--- src/rtl/pipe_ctrl_pkg.sv ---
// pipe_ctrl_pkg: shared encodings for the pipeline sequencing controller.
//   - StallBus (5:0): bit0 PC, bit1 IF, bit2 ID, bit3 EX, bit4 MEM, bit5 WB; 1 = hold.
//   - STALL_NONE / STALL_ID / STALL_EX stall vector encodings.
//   - Controller state codes PC_RUN / PC_MC_BUSY / PC_FLUSH.
//   - Default general-exception vector.
package pipe_ctrl_pkg;

    typedef logic [5:0] stall_bus_t;

    localparam stall_bus_t STALL_NONE = 6'b000000;
    // PC/IF/ID hold; id_ex inserts a bubble into EX.
    localparam stall_bus_t STALL_ID   = 6'b000111;
    // PC/IF/ID/EX hold; ex_mem inserts a bubble into MEM.
    localparam stall_bus_t STALL_EX   = 6'b001111;

    localparam logic [31:0] EXC_VECTOR_DEF = 32'h0000_0020;

    typedef enum logic [1:0] {
        PC_RUN     = 2'd0,
        PC_MC_BUSY = 2'd1,
        PC_FLUSH   = 2'd2
    } pc_state_e;

endpackage

--- src/rtl/pipe_ctrl_if.sv ---
// pipe_ctrl_if: request/response bundle between the pipeline stages and
// pipe_ctrl.
//   master (pipeline side): drives stallreq_id, ex_mc_start, ex_mc_len,
//                           excp_valid, excp_eret, epc; reads stall, flush,
//                           new_pc, perf_stall_cnt.
//   slave  (pipe_ctrl):     the mirror image.
interface pipe_ctrl_if
    import pipe_ctrl_pkg::*;
#(
    parameter int MC_LEN_W = 6
);
    logic                stallreq_id;
    logic                ex_mc_start;
    logic [MC_LEN_W-1:0] ex_mc_len;
    logic                excp_valid;
    logic                excp_eret;
    logic [31:0]         epc;
    stall_bus_t          stall;
    logic                flush;
    logic [31:0]         new_pc;
    logic [31:0]         perf_stall_cnt;

    modport master (
        output stallreq_id, ex_mc_start, ex_mc_len, excp_valid, excp_eret, epc,
        input  stall, flush, new_pc, perf_stall_cnt
    );

    modport slave (
        input  stallreq_id, ex_mc_start, ex_mc_len, excp_valid, excp_eret, epc,
        output stall, flush, new_pc, perf_stall_cnt
    );
endinterface

--- src/rtl/pipe_ctrl_perf.sv ---
// pipe_ctrl_perf: saturating 32-bit stall-cycle counter.
// Only compiled when PIPE_CTRL_PERF_EN is defined, which is also the only
// build in which pipe_ctrl instantiates it.
// Ports:
//   clk  in   clock
//   rst  in   asynchronous active-low reset, clears the count
//   inc  in   count this cycle
//   cnt  out  current count, sticks at 32'hFFFF_FFFF
`ifdef PIPE_CTRL_PERF_EN
module pipe_ctrl_perf (
    input  logic        clk,
    input  logic        rst,
    input  logic        inc,
    output logic [31:0] cnt
);
    always_ff @(posedge clk or negedge rst) begin
        if (!rst)
            cnt <= '0;
        else if (inc && (cnt != 32'hFFFF_FFFF))
            cnt <= cnt + 32'd1;
    end
endmodule
`endif

--- src/rtl/pipe_ctrl.sv ---
// pipe_ctrl: pipeline sequencing controller for the five-stage MIPS32 core.
// Single owner of freeze/kill decisions: merges the ID load-use stall and the
// EX multi-cycle stall into one stall vector, and issues a one-cycle flush
// with a redirect PC on exceptions and ERET.
//
// Parameters:
//   EXC_VECTOR  PC loaded on a general exception
//   MC_LEN_W    width of the multi-cycle length field
// Ports:
//   clk  in   pipeline clock
//   rst  in   asynchronous active-low reset
//   bus  slave side of pipe_ctrl_if:
//        stallreq_id, ex_mc_start, ex_mc_len, excp_valid, excp_eret, epc  in
//        stall (combinational), flush, new_pc (registered), perf_stall_cnt out
// Build option:
//   PIPE_CTRL_PERF_EN  when defined, perf_stall_cnt counts stalled cycles;
//                      otherwise it is tied to zero.
module pipe_ctrl
    import pipe_ctrl_pkg::*;
#(
    parameter logic [31:0] EXC_VECTOR = EXC_VECTOR_DEF,
    parameter int          MC_LEN_W   = 6
) (
    input logic        clk,
    input logic        rst,
    pipe_ctrl_if.slave bus
);

    localparam logic [MC_LEN_W-1:0] LEN_ONE = MC_LEN_W'(1);

    pc_state_e           state_q, state_d;
    logic [MC_LEN_W-1:0] cnt_q, cnt_d;
    logic [31:0]         pc_q, pc_d;
    stall_bus_t          stall_c;
    logic [31:0]         perf_cnt;

    always_ff @(posedge clk or negedge rst) begin
        if (!rst) begin
            state_q <= PC_RUN;
            cnt_q   <= '0;
            pc_q    <= '0;
        end else begin
            state_q <= state_d;
            cnt_q   <= cnt_d;
            pc_q    <= pc_d;
        end
    end

    always_comb begin
        state_d = state_q;
        cnt_d   = cnt_q;
        pc_d    = pc_q;
        stall_c = STALL_NONE;

        if (bus.excp_valid) begin
            // Exception wins in every state, including FLUSH: the faulting
            // instruction must not be frozen, and any multi-cycle op is dropped.
            state_d = PC_FLUSH;
            cnt_d   = '0;
            pc_d    = bus.excp_eret ? bus.epc : EXC_VECTOR;
        end else begin
            unique case (state_q)
                PC_RUN: begin
                    // Zero-length ops are ignored so a load-use stall may still apply.
                    if (bus.ex_mc_start && (bus.ex_mc_len != '0)) begin
                        stall_c = STALL_EX;
                        // The start cycle is the first stall cycle; the rest run in MC_BUSY.
                        if (bus.ex_mc_len != LEN_ONE) begin
                            cnt_d   = bus.ex_mc_len - LEN_ONE;
                            state_d = PC_MC_BUSY;
                        end
                    end else if (bus.stallreq_id) begin
                        stall_c = STALL_ID;
                    end
                end
                PC_MC_BUSY: begin
                    stall_c = STALL_EX;
                    cnt_d   = cnt_q - LEN_ONE;
                    // <= rather than == so a corrupted zero count cannot lock up.
                    if (cnt_q <= LEN_ONE) begin
                        cnt_d   = '0;
                        state_d = PC_RUN;
                    end
                end
                PC_FLUSH: begin
                    // Requests this cycle come from killed instructions.
                    state_d = PC_RUN;
                end
                default: begin
                    state_d = PC_RUN;
                    cnt_d   = '0;
                end
            endcase
        end
    end

    assign bus.stall  = stall_c;
    assign bus.flush  = (state_q == PC_FLUSH);
    assign bus.new_pc = pc_q;

`ifdef PIPE_CTRL_PERF_EN
    pipe_ctrl_perf u_perf (
        .clk (clk),
        .rst (rst),
        .inc (stall_c != STALL_NONE),
        .cnt (perf_cnt)
    );
`else
    assign perf_cnt = 32'h0;
`endif

    assign bus.perf_stall_cnt = perf_cnt;

endmodule

--- src/flat_wrapper.sv ---
// flat-port wrapper written by rule: the top's interface ports become plain ports
module pipe_ctrl_flat import pipe_ctrl_pkg::*;
#(
    parameter logic [31:0] EXC_VECTOR = EXC_VECTOR_DEF,
    parameter int          MC_LEN_W   = 6
)
  (clk, rst, bus_stallreq_id, bus_ex_mc_start, bus_ex_mc_len, bus_excp_valid, bus_excp_eret, bus_epc, bus_stall, bus_flush, bus_new_pc, bus_perf_stall_cnt);
  pipe_ctrl_if #(.MC_LEN_W(MC_LEN_W)) bus_i ();
  input logic clk;
  input logic rst;
  input wire logic [$bits(bus_i.stallreq_id)-1:0] bus_stallreq_id;
  input wire logic [$bits(bus_i.ex_mc_start)-1:0] bus_ex_mc_start;
  input wire logic [$bits(bus_i.ex_mc_len)-1:0] bus_ex_mc_len;
  input wire logic [$bits(bus_i.excp_valid)-1:0] bus_excp_valid;
  input wire logic [$bits(bus_i.excp_eret)-1:0] bus_excp_eret;
  input wire logic [$bits(bus_i.epc)-1:0] bus_epc;
  output wire logic [$bits(bus_i.stall)-1:0] bus_stall;
  output wire logic [$bits(bus_i.flush)-1:0] bus_flush;
  output wire logic [$bits(bus_i.new_pc)-1:0] bus_new_pc;
  output wire logic [$bits(bus_i.perf_stall_cnt)-1:0] bus_perf_stall_cnt;
  assign bus_i.stallreq_id = bus_stallreq_id;
  assign bus_i.ex_mc_start = bus_ex_mc_start;
  assign bus_i.ex_mc_len = bus_ex_mc_len;
  assign bus_i.excp_valid = bus_excp_valid;
  assign bus_i.excp_eret = bus_excp_eret;
  assign bus_i.epc = bus_epc;
  assign bus_stall = bus_i.stall;
  assign bus_flush = bus_i.flush;
  assign bus_new_pc = bus_i.new_pc;
  assign bus_perf_stall_cnt = bus_i.perf_stall_cnt;
  pipe_ctrl #(.EXC_VECTOR(EXC_VECTOR), .MC_LEN_W(MC_LEN_W)) u_core (.clk(clk), .rst(rst), .bus(bus_i));
endmodule
--- config.mk ---
export PLATFORM = sky130hd
export DESIGN_NAME = pipe_ctrl_flat
export DESIGN_NICKNAME = d
export VERILOG_FILES = /design/src/rtl/pipe_ctrl_pkg.sv /design/src/rtl/pipe_ctrl_if.sv /design/src/rtl/pipe_ctrl_perf.sv /design/src/rtl/pipe_ctrl.sv /design/src/flat_wrapper.sv
export SDC_FILE = /design/constraint.sdc
export NUM_CORES = 1
export LEC_CHECK = 0
export ABC_AREA = 1
export BUFFER_PORTS_ARGS = -buffer_cell sky130_fd_sc_hd__clkbuf_2
export CAP_MARGIN = 15
export CELL_PAD_IN_SITES_DETAIL_PLACEMENT = 1
export CELL_PAD_IN_SITES_GLOBAL_PLACEMENT = 2
export CORE_ASPECT_RATIO = 0.9
export CORE_MARGIN = 4
export CORE_UTILIZATION = 22
export CTS_CLUSTER_SIZE = 8
export DETAILED_ROUTE_END_ITERATION = 10
export PLACE_DENSITY_LB_ADDON = 0.1
export SLEW_MARGIN = 20
export SYNTH_ARGS = -nofsm -noshare
export SYNTH_HDL_FRONTEND = slang
export SYNTH_SLANG_ARGS = --single-unit
--- constraint.sdc ---
create_clock -name clk -period 1.5 [get_ports clk]
set_clock_uncertainty 0.2 [all_clocks]
set_input_delay 0.375 -clock clk [delete_from_list [all_inputs] [get_ports clk]]
set_output_delay 0.375 -clock clk [all_outputs]
set_load 0.01 [all_outputs]
; ---- Yosys cells after proc, flatten, opt, wreduce, memory -nomap -nowiden
; Index checks and enable logic that the tools add are counted.
[word_totals]
regBits = 40
latch_bits = 0
ram_bits = 0
rom_bits = 0
output_inout_bits = 71
elab_cells = 33
mem_count = 0
[classes]
n_addsub = 2
multipliers = 0
n_div = 0
magnitude_cmp = 1
n_eq_ne = 7
n_shift = 0
muxes = 15
n_bitwise = 0
n_reduce_logical = 5
[op_table]
columns = cell, n
row1 = $mux 6, 6
row2 = $mux 32, 1
row3 = $pmux 6 s3, 1
row4 = $pmux 6 s2, 1
row5 = $sub 6x1->6 const B, 2
row6 = $ne 3x2->1 const B, 3
row7 = $mux 2, 4
row8 = $le 6x1->1 const B, 1
row9 = $ne 6x1->1 const B, 1
row10 = $reduce_and 3->1, 2
row11 = $reduce_bool 6->1, 1
row12 = $pmux 2 s2, 1
row13 = $mux 3, 1
row14 = $eq 2x1->1 const B, 1
row15 = $eq 2x2->1 const B, 1
row16 = $logic_not 2->1, 1
row17 = $ne 2x2->1 const B, 1
row18 = $logic_and 1x1->1, 1

; ---- Longest topological paths before layout
; Gate-level depths: netlist (run 1).
[logic_depth]
word_depth = 5
ltp_mapped = 11
mapped_depth_nobuf = 11

; ---- Least setup slack after synthesis (run 1)
; Ideal clock, no wire load.
[synth_path]
path_kind = in2out
startpoint = input port bus_ex_mc_len[0]
endpoint = output port bus_stall[1]
t_arrival_ns = 1.299
required_time_ns = 0.925
setup_slack_ns = -0.374
stages = 6
n_path_buf = 1
cell_sequence = inv_1 ha_1 nand3_1 nand2_1 a31oi_1 buf_4
[synth_via]
elab_chain_len = 5
[synth_rtl]
columns = element, line
row1 = "start, declared", flat_wrapper.sv:13  ; input wire logic [$bits(bus_i.ex_mc_len)-1:0] bus_ex_mc_len;
row2 = $reduce_bool 6->1, pipe_ctrl.sv:65  ; if (bus.ex_mc_start && (bus.ex_mc_len != '0)) begin
row3 = $logic_and 1x1->1, pipe_ctrl.sv:65
row4 = $mux 6, pipe_ctrl.sv:65
row5 = $pmux 6 s2, pipe_ctrl.sv:62  ; unique case (state_q)
row6 = $mux 6, pipe_ctrl.sv:55  ; if (bus.excp_valid) begin
row7 = "end, declared", flat_wrapper.sv:17  ; output wire logic [$bits(bus_i.stall)-1:0] bus_stall;
; No other way between the ends.

; ---- Worst setup path after layout (run 1)
[layout_path]
startpoint = input port bus_ex_mc_len[1]
endpoint = output port bus_stall[1]
; The elaborated chain is that of the path after synthesis.

==> metrics.md, run 1 <==
| Metric | Value |
|---|---|
| Peak supply drop | `0.509 mV` |
| Setup TNS | `-1.18 ns` |
| CP Depth | `7` |
| Port Buffers | `80` |
| Adder-cell area share of the yosys netlist | `2.38%` |
| Vias in the first global route | `1,919` |
| Xor and xnor area share after synthesis | `0.833%` |
| Setup ws final | `-0.231 ns` |
| Placed insts | `440` |
| Clock Sinks | `40` |
| Critical Path Sink | `bus_stall[1]` |
| I/O pins | `roughly 120` |
| TritonCTS clock tree | `done` |
| Setup WS pre-CTS | `-0.343 ns` |
| Total leakage power | `1.70 nW` |
| Max clock buf depth | `2` |
| GP Congestion | `0.708` |
| HPWL after DPL | `4.56 mm` |
| Failing checks | `setup timing` |
| Max Cap Viol | `0` |
| Most common cell after layout, fill and taps aside | `clkbuf_2` |
| Drt total wl | `5.95 mm` |
| Global-route usage over all layers | `10.6%` |
| First-pass GRT wire length | `9.63 mm` |
| Worst-path clk slew | `0.08 ns` |
| CP top delay family | `buffers and inverters` |
| Share of layout cells above drive strength 1 | `between 50% and 60%` |
| Largest family of logic cells by synthesized area | `buffers and inverters` |
| Post-route insts no fill | `456` |
| Time the worst path needs with I/O delays and setup | `1.73 ns` |
| Nature of the critical path endpoint | `output port` |
| Period utilization | `115%` |
| Synth Area per Inst | `9.60 um2` |
| Drt pass-1 iters | `4` |
| Cts bufs inserted | `5` |
| Critical path fanouts, max | `3` |
| Vias/cell | `4.00` |
| R2R Setup Slk | `-0.04 ns` |
| Setup violators final | `12` |
| Starting density of the core | `22.8%` |
| R2R depth | `11` |
| Startpoint Class | `primary input` |
| Worst r2r src | `u_core.cnt_q[0]` |
| Cell Area, Placed | `around 2800 um2` |
| Yosys cell types | `25` |
| Final instance area | `about 3200 um2` |
| Worst EP arrival | `1.16 ns` |
| Clk_lat worst skew | `0.28 ns` |
| DRC Markers | `0` |
| DRT iter0 DRCs | `63` |
| Ys Warns | `0` |
| Die Wd | `111 um` |
| Sequential element share of the synthesized area | `around 48%` |
| Slowest cell on crit path | `a31oi_4` |
| FP Rows | `33` |
| HP Class | `in2reg` |
| Commonest non-fill, non-tap cells in the layout | `clkbuf_2 (74), dfrtp_1 (39), conb_1 (34), a22o_1 (31)` |
| Drt wl/cell | `13.0 um` |
| Full die area | `11,200 um2` |
| FF+latch area | `1000 um2` |
| Post-Syn Instances | `approximately 220` |
| Area of the multi-input gates | `about 1000 um2` |
| Simple-Gate Fraction of Synth Area | `14.6%` |
| Power Density | `around 900 nW/um2` |
| Slew Limit Fails | `0` |
| Hold Fails Final Rpt | `0` |
| Worst Setup SP | `bus_ex_mc_len[1]` |
| Post-layout nets | `381` |
| Largest net degree at the start of global routing | `41` |
| Setup Crit Path Kind | `in2out` |
| Status | `finished, violations left` |
| Area Growth Syn to Fin | `51.0%` |
| ANT nets after route | `0` |
| Via count | `about 1,800` |
| Layout fillers | `1,080` |
| Core footprint | `9210 um2` |
| Mux cell area share after synthesis | `0%` |
| Cell Area, Synth | `approximately 2100 um2` |
| Synth Area in Compound Gates | `between 15 and 20%` |
| Root Buffer Master | `clkbuf_8` |
| R2r endpoint | `u_core.cnt_q[5]` |
| DIE HEIGHT | `101 um` |
| Global route overflow | `0` |
| Cell chain of the critical path | `buf_12 > inv_12 > ha_4 > nand3_4 > nand2_4 > a31oi_4 > buf_6` |
| Antenna fix cells | `0` |
| Max stage delay on crit path | `0.22 ns` |
| Fmax achieved | `a little under 600 MHz` |
| Antenna violations before repair | `0` |
| Htree depth | `2` |
| Flop and latch count out of synthesis | `40` |
| Buf/Inv on CP | `3` |
| RSZ-0062 raised after global routing | `true` |
| Worst Path Required | `0.92 ns` |
-- synthesized netlist by cell type --
cell / number / share of area [%]
a21oi_1: 2 / 0.48
a22o_1: 31 / 13
a31oi_1: 1 / 0.30
buf_2: 5 / 1.2
buf_4: 36 / 13
clkbuf_1: 2 / 0.36
conb_1: 1 / 0.18
dfrtp_1: 40 / 48
ha_1: 4 / 2.4
inv_1: 17 / 3.0
inv_2: 3 / 0.54
nand2_1: 37 / 6.6
nand2_4: 2 / 1.1
nand3_1: 8 / 1.9
nand4_1: 3 / 0.89
nor2_1: 9 / 1.6
nor2_2: 2 / 0.59
nor2_4: 3 / 1.6
o21ai_0: 5 / 1.2
o21ai_1: 2 / 0.48
o21bai_1: 1 / 0.36
o22a_1: 1 / 0.42
o31ai_1: 1 / 0.36
or2_2: 1 / 0.30
xor2_1: 2 / 0.83
-- metal layers --
metal / wire length, um / vias to the layer above / global-route usage [%]
li1: - / 883 / -
met1: 2810 / 869 / 14.8
met2: 2740 / 72 / 16.8
met3: 392 / 2 / 3.00
met4: 8 / 0 / 1.40
met5: 0 / - / 0
-- layout make-up --
cell class | instances | share of cell area, %
inverter | 20 | 3.23
sequential | 40 | 31.5
clock inverter | 1 | 0.945
timing repair buffer | 117 | 25.1
clock buffer | 7 | 3.03
tap | 122 | 4.81
multi-input combinational | 149 | 31.4
-- sequential cells by signal, indices dropped and copies added, names as in the netlist --
name,cells
u_core.cnt_q,6
u_core.state_q,2
u_core.bus.new_pc,32
-- repair_timing --
action | 4_1_cts | 5_1_grt
hold buffers | 1 | 0
gates resized for setup | 33 | 29
pin swaps | 8 | 16
endpoints found under the hold margin | 40 | 0
setup endpoints to repair | 12 | 12
setup buffers | 6 | 2
-- kinds of logic (layout without fill, tap and decap cells) --
| family | after synthesis | count (layout) |
|---|---|---|
| AND/OR/NAND/NOR | 65 | 65 |
| buffers and inverters | 63 | 145 |
| AO/OA/AOI/OAI | 44 | 44 |
| flip-flops | 40 | 40 |
| adder cells (fa/ha/maj) | 4 | 4 |
| XOR/XNOR | 2 | 2 |
| other | 1 | 34 |
-- per-stage QoR --
stage | utilization [%] | power, mW | hold slack (ns)
floorplan | - | 1.60 | -0.121
global placement | 30.4 | 1.86 | 0.175
detailed placement | 30.4 | 1.86 | 0.178
CTS | 33.5 | 2.92 | 0.0890
global route | 34.5 | 3.09 | 0.0901
finish | 34.5 | 2.91 | 0.0980
-- power by group --
group	total (mW)	leakage [nW]	switching (mW)	internal, mW
clock network	0.975	0.0645	0.387	0.588
registers	1.21	0.518	0.0505	1.16
logic	0.720	1.11	0.377	0.344
total	2.91	1.70	0.815	2.09
-- how the worst min path moves through the flow --
stage,from,endpoint,slack (ns),depth (start not counted)
global placement,rst,u_core.bus.new_pc[25],0.17,2
floorplan,rst,u_core.bus.new_pc[0],-0.12,0
global route,bus_epc[28],u_core.bus.new_pc[28],0.09,2
CTS,bus_epc[3],u_core.bus.new_pc[3],0.09,2
finish,bus_epc[6],u_core.bus.new_pc[6],0.1,2
detailed placement,rst,u_core.state_q[0],0.18,2
Power figures use the tool's default switching activity.
==> run 2, diff against run 1 <==
--- a/config.mk
+++ b/config.mk
@@ -5,7 +5,6 @@
 export SDC_FILE = /design/constraint.sdc
 export NUM_CORES = 1
 export LEC_CHECK = 0
-export ABC_AREA = 1
 export BUFFER_PORTS_ARGS = -buffer_cell sky130_fd_sc_hd__clkbuf_2
 export CAP_MARGIN = 15
 export CELL_PAD_IN_SITES_DETAIL_PLACEMENT = 1
==> metrics.md, run 2 <==
| Metric | Value |
|---|---|
| Status | `finished, violations left (unchanged)` |
| Failing checks | `setup timing (unchanged)` |
| Yosys cell types | `41 (was 25)` |
| Slowest cell on crit path | `or4_4 (was a31oi_4)` |
| Top-count cell post-synth | `dfrtp_1 (unchanged)` |
| Via count | `1,984 (was 1,826)` |
| Cts bufs inserted | `5 (unchanged)` |
| Commonest cells post-synth | `dfrtp_1 (40), inv_1 (39), buf_4 (36) (was dfrtp_1 (40), nand2_1 (37), buf_4 (36))` |
| Antenna violations before repair | `0 (unchanged)` |
| Total leakage power | `1.63 nW (was 1.70 nW)` |
| R2R Setup Slk | `-0.29 ns (was -0.04 ns)` |
| Peak supply drop | `0.504 mV (was 0.509 mV)` |
| Starting density of the core | `22.8% (about the same)` |
| Drt wl/cell | `12.9 um (was 13.0 um)` |
| Max stage delay on crit path | `0.54 ns (was 0.22 ns)` |
| Vias/cell | `4.07 (was 4.00)` |
| Synth Area per Inst | `8.89 um2 (was 9.60 um2)` |
| Yosys top cell area share | `44.9% (was 47.6%)` |
| Root Buffer Master | `clkbuf_16 (was clkbuf_8)` |
| Worst EP arrival | `2.07 ns (was 1.16 ns)` |
| Worst Path Required | `1.46 ns (was 0.92 ns)` |
| RSZ-0062 raised after global routing | `true (unchanged)` |
| I/O pins | `115 (unchanged)` |
| Critical path fanouts, max | `3 (unchanged)` |
| Critical Path Sink | `u_core.cnt_q[0] (was bus_stall[1])` |
| HP Class | `in2reg (unchanged)` |
| Crit-path most repeated cell | `buf_6` |
| Max Cap Viol | `0 (unchanged)` |
| Post-layout nets | `409 (was 381)` |
| Ys Warns | `0 (unchanged)` |
| DRT iter0 DRCs | `41 (was 63)` |
| Share of layout cells above drive strength 1 | `39.8% (was 50.9%)` |
| Fmax achieved | `473 MHz (was 578 MHz)` |
| Hold Fails Final Rpt | `0 (unchanged)` |
| Global route overflow | `0 (unchanged)` |
| Clock Sinks | `40 (unchanged)` |
| Antenna fix cells | `0 (unchanged)` |
| Core footprint | `9780 um2 (was 9210 um2)` |
| FP Rows | `34 (was 33)` |
| Largest net degree at the start of global routing | `66 (was 41)` |
| Largest register FFs | `32 (unchanged)` |
| Period utilization | `141% (was 115%)` |
| Beginning of the worst hold path | `bus_epc[5] (was bus_epc[6])` |
| Most common cell after layout, fill and taps aside | `clkbuf_2 (unchanged)` |
| Clk_lat worst skew | `0.27 ns (was 0.28 ns)` |
| Vias in the first global route | `2,084 (was 1,919)` |
| Drt pass-1 iters | `4 (unchanged)` |
| Area leader, netlist | `dfrtp_1 (unchanged)` |
| Slew Limit Fails | `0 (unchanged)` |
| Setup violators final | `12 (unchanged)` |
| HPWL after DPL | `4.70 mm (was 4.56 mm)` |
| Global-route usage over all layers | `10.7% (was 10.6%)` |
| Top FF cell, synth | `dfrtp_1 (unchanged)` |
| ANT nets after route | `0 (unchanged)` |
| Commonest non-fill, non-tap cells in the layout | `clkbuf_2 (75), inv_1 (39), dfrtp_1 (39), conb_1 (34) (was clkbuf_2 (74), dfrtp_1 (39), conb_1 (34), a22o_1 (31))` |
| GP Congestion | `0.727 (was 0.708)` |
| Power Density | `978 nW/um2 (was 915 nW/um2)` |
| Port Buffers | `80 (unchanged)` |
| Post-Syn Instances | `251 (was 219)` |
| Max clock buf depth | `2 (unchanged)` |
| TritonCTS clock tree | `done (unchanged)` |
| Setup TNS | `-6.41 ns (was -1.18 ns)` |
| R2r endpoint | `u_core.cnt_q[0] (was u_core.cnt_q[5])` |
| Worst Setup SP | `bus_ex_mc_len[2] (was bus_ex_mc_len[1])` |
| Worst-path clk slew | `0.06 ns (was 0.08 ns)` |
| Cell chain of the critical path | `buf_6 > or4_4 > buf_4 > buf_6 > buf_6 > a2111oi_4 > mux2_4 (was buf_12 > inv_12 > ha_4 > nand3_4 > nand2_4 > a31oi_4 > buf_6)` |
| DRC Markers | `0 (unchanged)` |
| Drt total wl | `6.31 mm (was 5.95 mm)` |
| Post-synth EDFFs | `0 (unchanged)` |
| Nature of the critical path endpoint | `flop (was output port)` |
| Worst r2r src | `u_core.cnt_q[2] (was u_core.cnt_q[0])` |
| Cell Area, Synth | `2230 um2 (was 2100 um2)` |
| Startpoint Class | `primary input (unchanged)` |
| Die Wd | `114 um (was 111 um)` |
| Area Growth Syn to Fin | `42.5% (was 51.0%)` |
| Flop and latch count out of synthesis | `40 (unchanged)` |
| Async SR Flop Fraction | `100% (unchanged)` |
| Htree depth | `2 (unchanged)` |
| Full die area | `11,800 um2 (was 11,200 um2)` |
| R2R depth | `5 (was 11)` |
| Hold Slack | `0.129 ns (was 0.0980 ns)` |
| First-pass GRT wire length | `10.4 mm (was 9.63 mm)` |
| Setup Crit Path Kind | `in2reg (was in2out)` |
| Setup WS pre-CTS | `-0.682 ns (was -0.343 ns)` |
| Time the worst path needs with I/O delays and setup | `2.11 ns (was 1.73 ns)` |
| DIE HEIGHT | `104 um (was 101 um)` |
| Setup ws final | `-0.615 ns (was -0.231 ns)` |
| Sequential element share of the synthesized area | `44.9% (was 47.6%)` |
| Most area-consuming cells after synthesis | `dfrtp_1 (45%), buf_4 (12%), o21ai_0 (7.9%), nand3_1 (7.2%), inv_1 (6.6%) (was dfrtp_1 (48%), a22o_1 (13%), buf_4 (13%), nand2_1 (6.6%), inv_1 (3.0%))` |
==> run 2: how the worst min path moves through the flow <==
| stage | to | slack, ns | cells after the start |
|---|---|---|---|
| global placement | u_core.bus.new_pc[2] | 0.18 | 2 |
| detailed placement | u_core.bus.new_pc[9] | 0.18 | 2 |
| global route | u_core.bus.new_pc[18] | 0.13 | 3 |
| finish | u_core.bus.new_pc[5] | 0.13 | 3 |
| CTS | u_core.bus.new_pc[5] | 0.13 | 3 |
| floorplan | u_core.bus.new_pc[0] | -0.12 | 0 |
==> run 2: critical path: cells and delay by family <==
family / cells / cell delay [ns]
multiplexers: 1 / 0.33
AND/OR/NAND/NOR: 1 / 0.54
AO/OA/AOI/OAI: 1 / 0.36
buffers and inverters: 4 / 0.46
==> run 2: logic make-up (layout without fill, tap and decap cells) <==
kind of cell / Yosys count / after routing / synth area share (%)
flops: 40 / 40 / 44.9
fa+ha+maj: 4 / 4 / 2.24
compound gates: 51 / 51 / 14.0
buf+inv: 88 / 166 / 20.9
simple gates: 62 / 62 / 15.5
mux: 2 / 2 / 1.12
xor+xnor: 3 / 3 / 1.18
other cells: 1 / 34 / 0.168
==> run 2: per-stage QoR <==
step	util, %	cell area, um2	total power, mW	cells
floorplan	-	2370	1.57	284
global placement	29.4	2880	1.81	474
detailed placement	29.4	2880	1.82	474
CTS	32.0	3130	3.17	487
global route	32.5	3180	3.30	488
finish	32.5	3180	3.11	488
==> run 2: metal layers <==
| metal | up-vias | global-route usage (%) | share of wire, % | wire length (um) |
|---|---|---|---|---|
| met5 | - | 0 | 0 | 0 |
| met4 | 0 | 2.04 | 0.57 | 36 |
| met3 | 2 | 2.27 | 5.4 | 339 |
| met2 | 50 | 18.4 | 52 | 3270 |
| met1 | 956 | 13.8 | 42 | 2660 |
| li1 | 976 | - | - | - |
==> run 2: report_power, final <==
part	internal [mW]	leakage, nW	total (mW)	switching [mW]
Combinational	0.278	1.03	0.609	0.331
Clock	0.876	0.0901	1.29	0.416
Sequential	1.16	0.519	1.21	0.0463
Total	2.31	1.63	3.11	0.793
==> run 2: layout make-up <==
type / count / area (um2)
Clock buffer: 7 / 153
Tap cell: 126 / 158
Clock inverter: 1 / 30.0
Fill cell: 1191 / 6610
Multi-Input combinational cell: 156 / 937
Sequential cell: 40 / 1000
Timing Repair Buffer: 119 / 752
Inverter: 39 / 146
==> run 2: what timing repair did <==
item	4_1_cts	5_1_grt
pin swaps	2	3
resized for setup	7	14
setup endpoints to repair	12	16
endpoints found under the hold margin	40	0
setup buffers	4	2
hold buffers	1	0
==> run 3, diff against run 2 <==
--- a/config.mk
+++ b/config.mk
@@ -14,7 +14,7 @@
 export CORE_UTILIZATION = 22
 export CTS_CLUSTER_SIZE = 8
 export DETAILED_ROUTE_END_ITERATION = 10
-export PLACE_DENSITY_LB_ADDON = 0.1
+export PLACE_DENSITY = 0.83
 export SLEW_MARGIN = 20
 export SYNTH_ARGS = -nofsm -noshare
 export SYNTH_HDL_FRONTEND = slang
==> constraint.sdc (replaced) <==
create_clock -name clk -period 1.7 [get_ports clk]
set_clock_uncertainty 0.2 [all_clocks]
set_input_delay 0.425 -clock clk [delete_from_list [all_inputs] [get_ports clk]]
set_output_delay 0.425 -clock clk [all_outputs]
set_load 0.01 [all_outputs]
==> metrics.md, run 3 (synthesis results as in run 2) <==
| Metric | Value |
|---|---|
| Clock Sinks | `40 (unchanged)` |
| Top Layer Used | `met4 (unchanged)` |
| Critical path fanouts, max | `3 (unchanged)` |
| Full die area | `11,800 um2 (unchanged)` |
| Antenna fix cells | `0 (unchanged)` |
| Hold Fails Final Rpt | `0 (unchanged)` |
| ANT nets after route | `0 (unchanged)` |
| Worst-path clk slew | `0.06 ns (about the same)` |
| Worst EP arrival | `1.61 ns (was 2.07 ns)` |
| Sequential power share | `39.1% (was 38.8%)` |
| Largest register FFs | `32 (unchanged)` |
| Met2 routed WL | `3.13 mm (was 3.27 mm)` |
| Period utilization | `131%` |
| Worst r2r src | `u_core.cnt_q[0] (was u_core.cnt_q[2])` |
| Most common cell after layout, fill and taps aside | `clkbuf_2 (unchanged)` |
| Root Buffer Master | `clkbuf_16 (unchanged)` |
| Setup Crit Path Kind | `in2out (was in2reg)` |
| Power Density | `878 nW/um2 (was 978 nW/um2)` |
| GP Congestion | `0.759 (was 0.727)` |
| Commonest non-fill, non-tap cells in the layout | `clkbuf_2 (76), dfrtp_1 (40), inv_1 (39), conb_1 (34) (was clkbuf_2 (75), inv_1 (39), dfrtp_1 (39), conb_1 (34))` |
| Global route overflow | `0 (unchanged)` |
| Antenna violations before repair | `0 (unchanged)` |
| Port Buffers | `80 (unchanged)` |
| Max clock buf depth | `2 (unchanged)` |
| Min-Delay Path Depth | `3 (unchanged)` |
| R2r endpoint | `u_core.cnt_q[3] (was u_core.cnt_q[0])` |
| Beginning of the worst hold path | `bus_epc[5] (unchanged)` |
| Largest net degree at the start of global routing | `41 (was 66)` |
| Post-route insts no fill | `485 (was 488)` |
| Setup ws final | `-0.532 ns (was -0.615 ns)` |
| Vias/cell | `4.15 (was 4.07)` |
| Slew Limit Fails | `0 (unchanged)` |
| HP Class | `in2reg (unchanged)` |
| Final core utilization | `31.9% (was 32.5%)` |
| Via count | `2,011 (was 1,984)` |
| DRT iter0 DRCs | `40 (was 41)` |
| Drt total wl | `6.50 mm (was 6.31 mm)` |
| Htree depth | `2 (unchanged)` |
| Switching share of total power | `25.9% (was 25.5%)` |
| Placed insts | `470 (was 474)` |
| Startpoint Class | `primary input (unchanged)` |
| DIE HEIGHT | `104 um (unchanged)` |
| Clk_lat worst skew | `0.28 ns (was 0.27 ns)` |
| Area Growth Syn to Fin | `39.9% (was 42.5%)` |
| Share of layout cells above drive strength 1 | `38.2% (was 39.8%)` |
| Int Pwr | `2.03 mW (was 2.31 mW)` |
| Cts bufs inserted | `5 (unchanged)` |
| Nature of the critical path endpoint | `output port (was flop)` |
| Clock power frac | `41.9% (was 41.6%)` |
| I/O pins | `115 (unchanged)` |
| Failing checks | `setup timing (unchanged)` |
| Status | `finished, violations left (unchanged)` |
| Min-Delay Endpoint | `u_core.bus.new_pc[5] (unchanged)` |
| Setup WS pre-CTS | `-0.590 ns (was -0.682 ns)` |
| DRT met1 WL | `2.83 mm (was 2.66 mm)` |
| Starting density of the core | `22.8% (unchanged)` |
| HPWL after DPL | `4.77 mm (was 4.70 mm)` |
| Vias in the first global route | `2,189 (was 2,084)` |
| Total leakage power | `1.61 nW (was 1.63 nW)` |
| Setup violators final | `11 (was 12)` |
| Sw power | `0.709 mW (was 0.793 mW)` |
| FP Rows | `34 (unchanged)` |
| TritonCTS clock tree | `done (unchanged)` |
| Fmax achieved | `about 450 MHz` |
| Time the worst path needs with I/O delays and setup | `2.23 ns` |
| RSZ-0062 raised after global routing | `true (unchanged)` |
| Routed wl met3 | `488 um (was 339 um)` |
| Peak supply drop | `0.339 mV (was 0.504 mV)` |
| Worst Path Required | `1.07 ns (was 1.46 ns)` |
| R2R depth | `6 (was 5)` |
| Global-route usage over all layers | `11.0% (was 10.7%)` |
| DRC Markers | `0 (unchanged)` |
| Die Wd | `114 um (unchanged)` |
| Core footprint | `9780 um2 (unchanged)` |
| Hold Slack | `0.181 ns (was 0.129 ns)` |
| Drt wl/cell | `13.4 um (was 12.9 um)` |
| First-pass GRT wire length | `10.7 mm (was 10.4 mm)` |
| Drt pass-1 iters | `4 (unchanged)` |
| R2R Setup Slk | `-0.18 ns (was -0.29 ns)` |
| Post-layout nets | `406 (was 409)` |
| Max Cap Viol | `0 (unchanged)` |
| Combinational Power Share | `19.0% (was 19.6%)` |
-- run 3: worst max-delay path, cell delays in order --
cell,delay (ns)
buf_6,0.09
or4_4,0.54
o21ai_2,0.13
nor2b_4,0.18
a211oi_2,0.09
buf_2,0.15
-- run 3: metal layers --
metal / track usage [%] / up-vias
li1: - / 969
met1: 13.6 / 966
met3: 3.38 / 7
met2: 18.7 / 69
met5: 0 / -
met4: 2.54 / 0
-- run 3: final cells by class --
class                           instances  area (um2)
Timing Repair Buffer                  116         716
Clock inverter                          1        30.0
Sequential cell                        40        1000
Tap cell                              126         158
Multi-Input combinational cell        156         918
Inverter                               39         146
Fill cell                            1186        6660
Clock buffer                            7         153
-- run 3: worst max-delay path by stage --
stage,startpoint,to,slack [ns],depth (start not counted)
floorplan,bus_ex_mc_len[5],bus_stall[1],-0.45,5
global placement,bus_ex_mc_len[5],bus_stall[0],-0.58,6
finish,bus_ex_mc_len[2],bus_stall[2],-0.53,6
global route,bus_ex_mc_len[2],bus_stall[2],-0.57,6
detailed placement,bus_ex_mc_len[5],bus_stall[0],-0.59,6
CTS,bus_ex_mc_len[2],bus_stall[0],-0.52,6
-- run 3: stage by stage --
step / area [um2] / setup TNS, ns / power, mW
floorplan: 2370 / -2.72 / 1.39
detailed placement: 2850 / -4.91 / 1.59
global placement: 2850 / -4.68 / 1.57
global route: 3120 / -4.57 / 2.91
CTS: 3090 / -3.24 / 2.80
finish: 3120 / -4.14 / 2.74
-- run 3: timing repair --
action                                  4_1_cts  5_1_grt
hold buffers                                  1        0
setup buffers                                 5        1
gates resized for setup                       3        9
pin swaps                                     1        1
endpoints found under the setup margin       12       12
endpoints found under the hold margin        40        0
-- run 3: power by group through the flow --
stage	combinational, mW	clock [mW]	sequential (mW)
CTS	0.521	1.20	1.07
global route	0.583	1.25	1.08
floorplan	0.272	0	1.12
finish	0.521	1.15	1.07
detailed placement	0.504	0	1.09
global placement	0.485	0	1.09
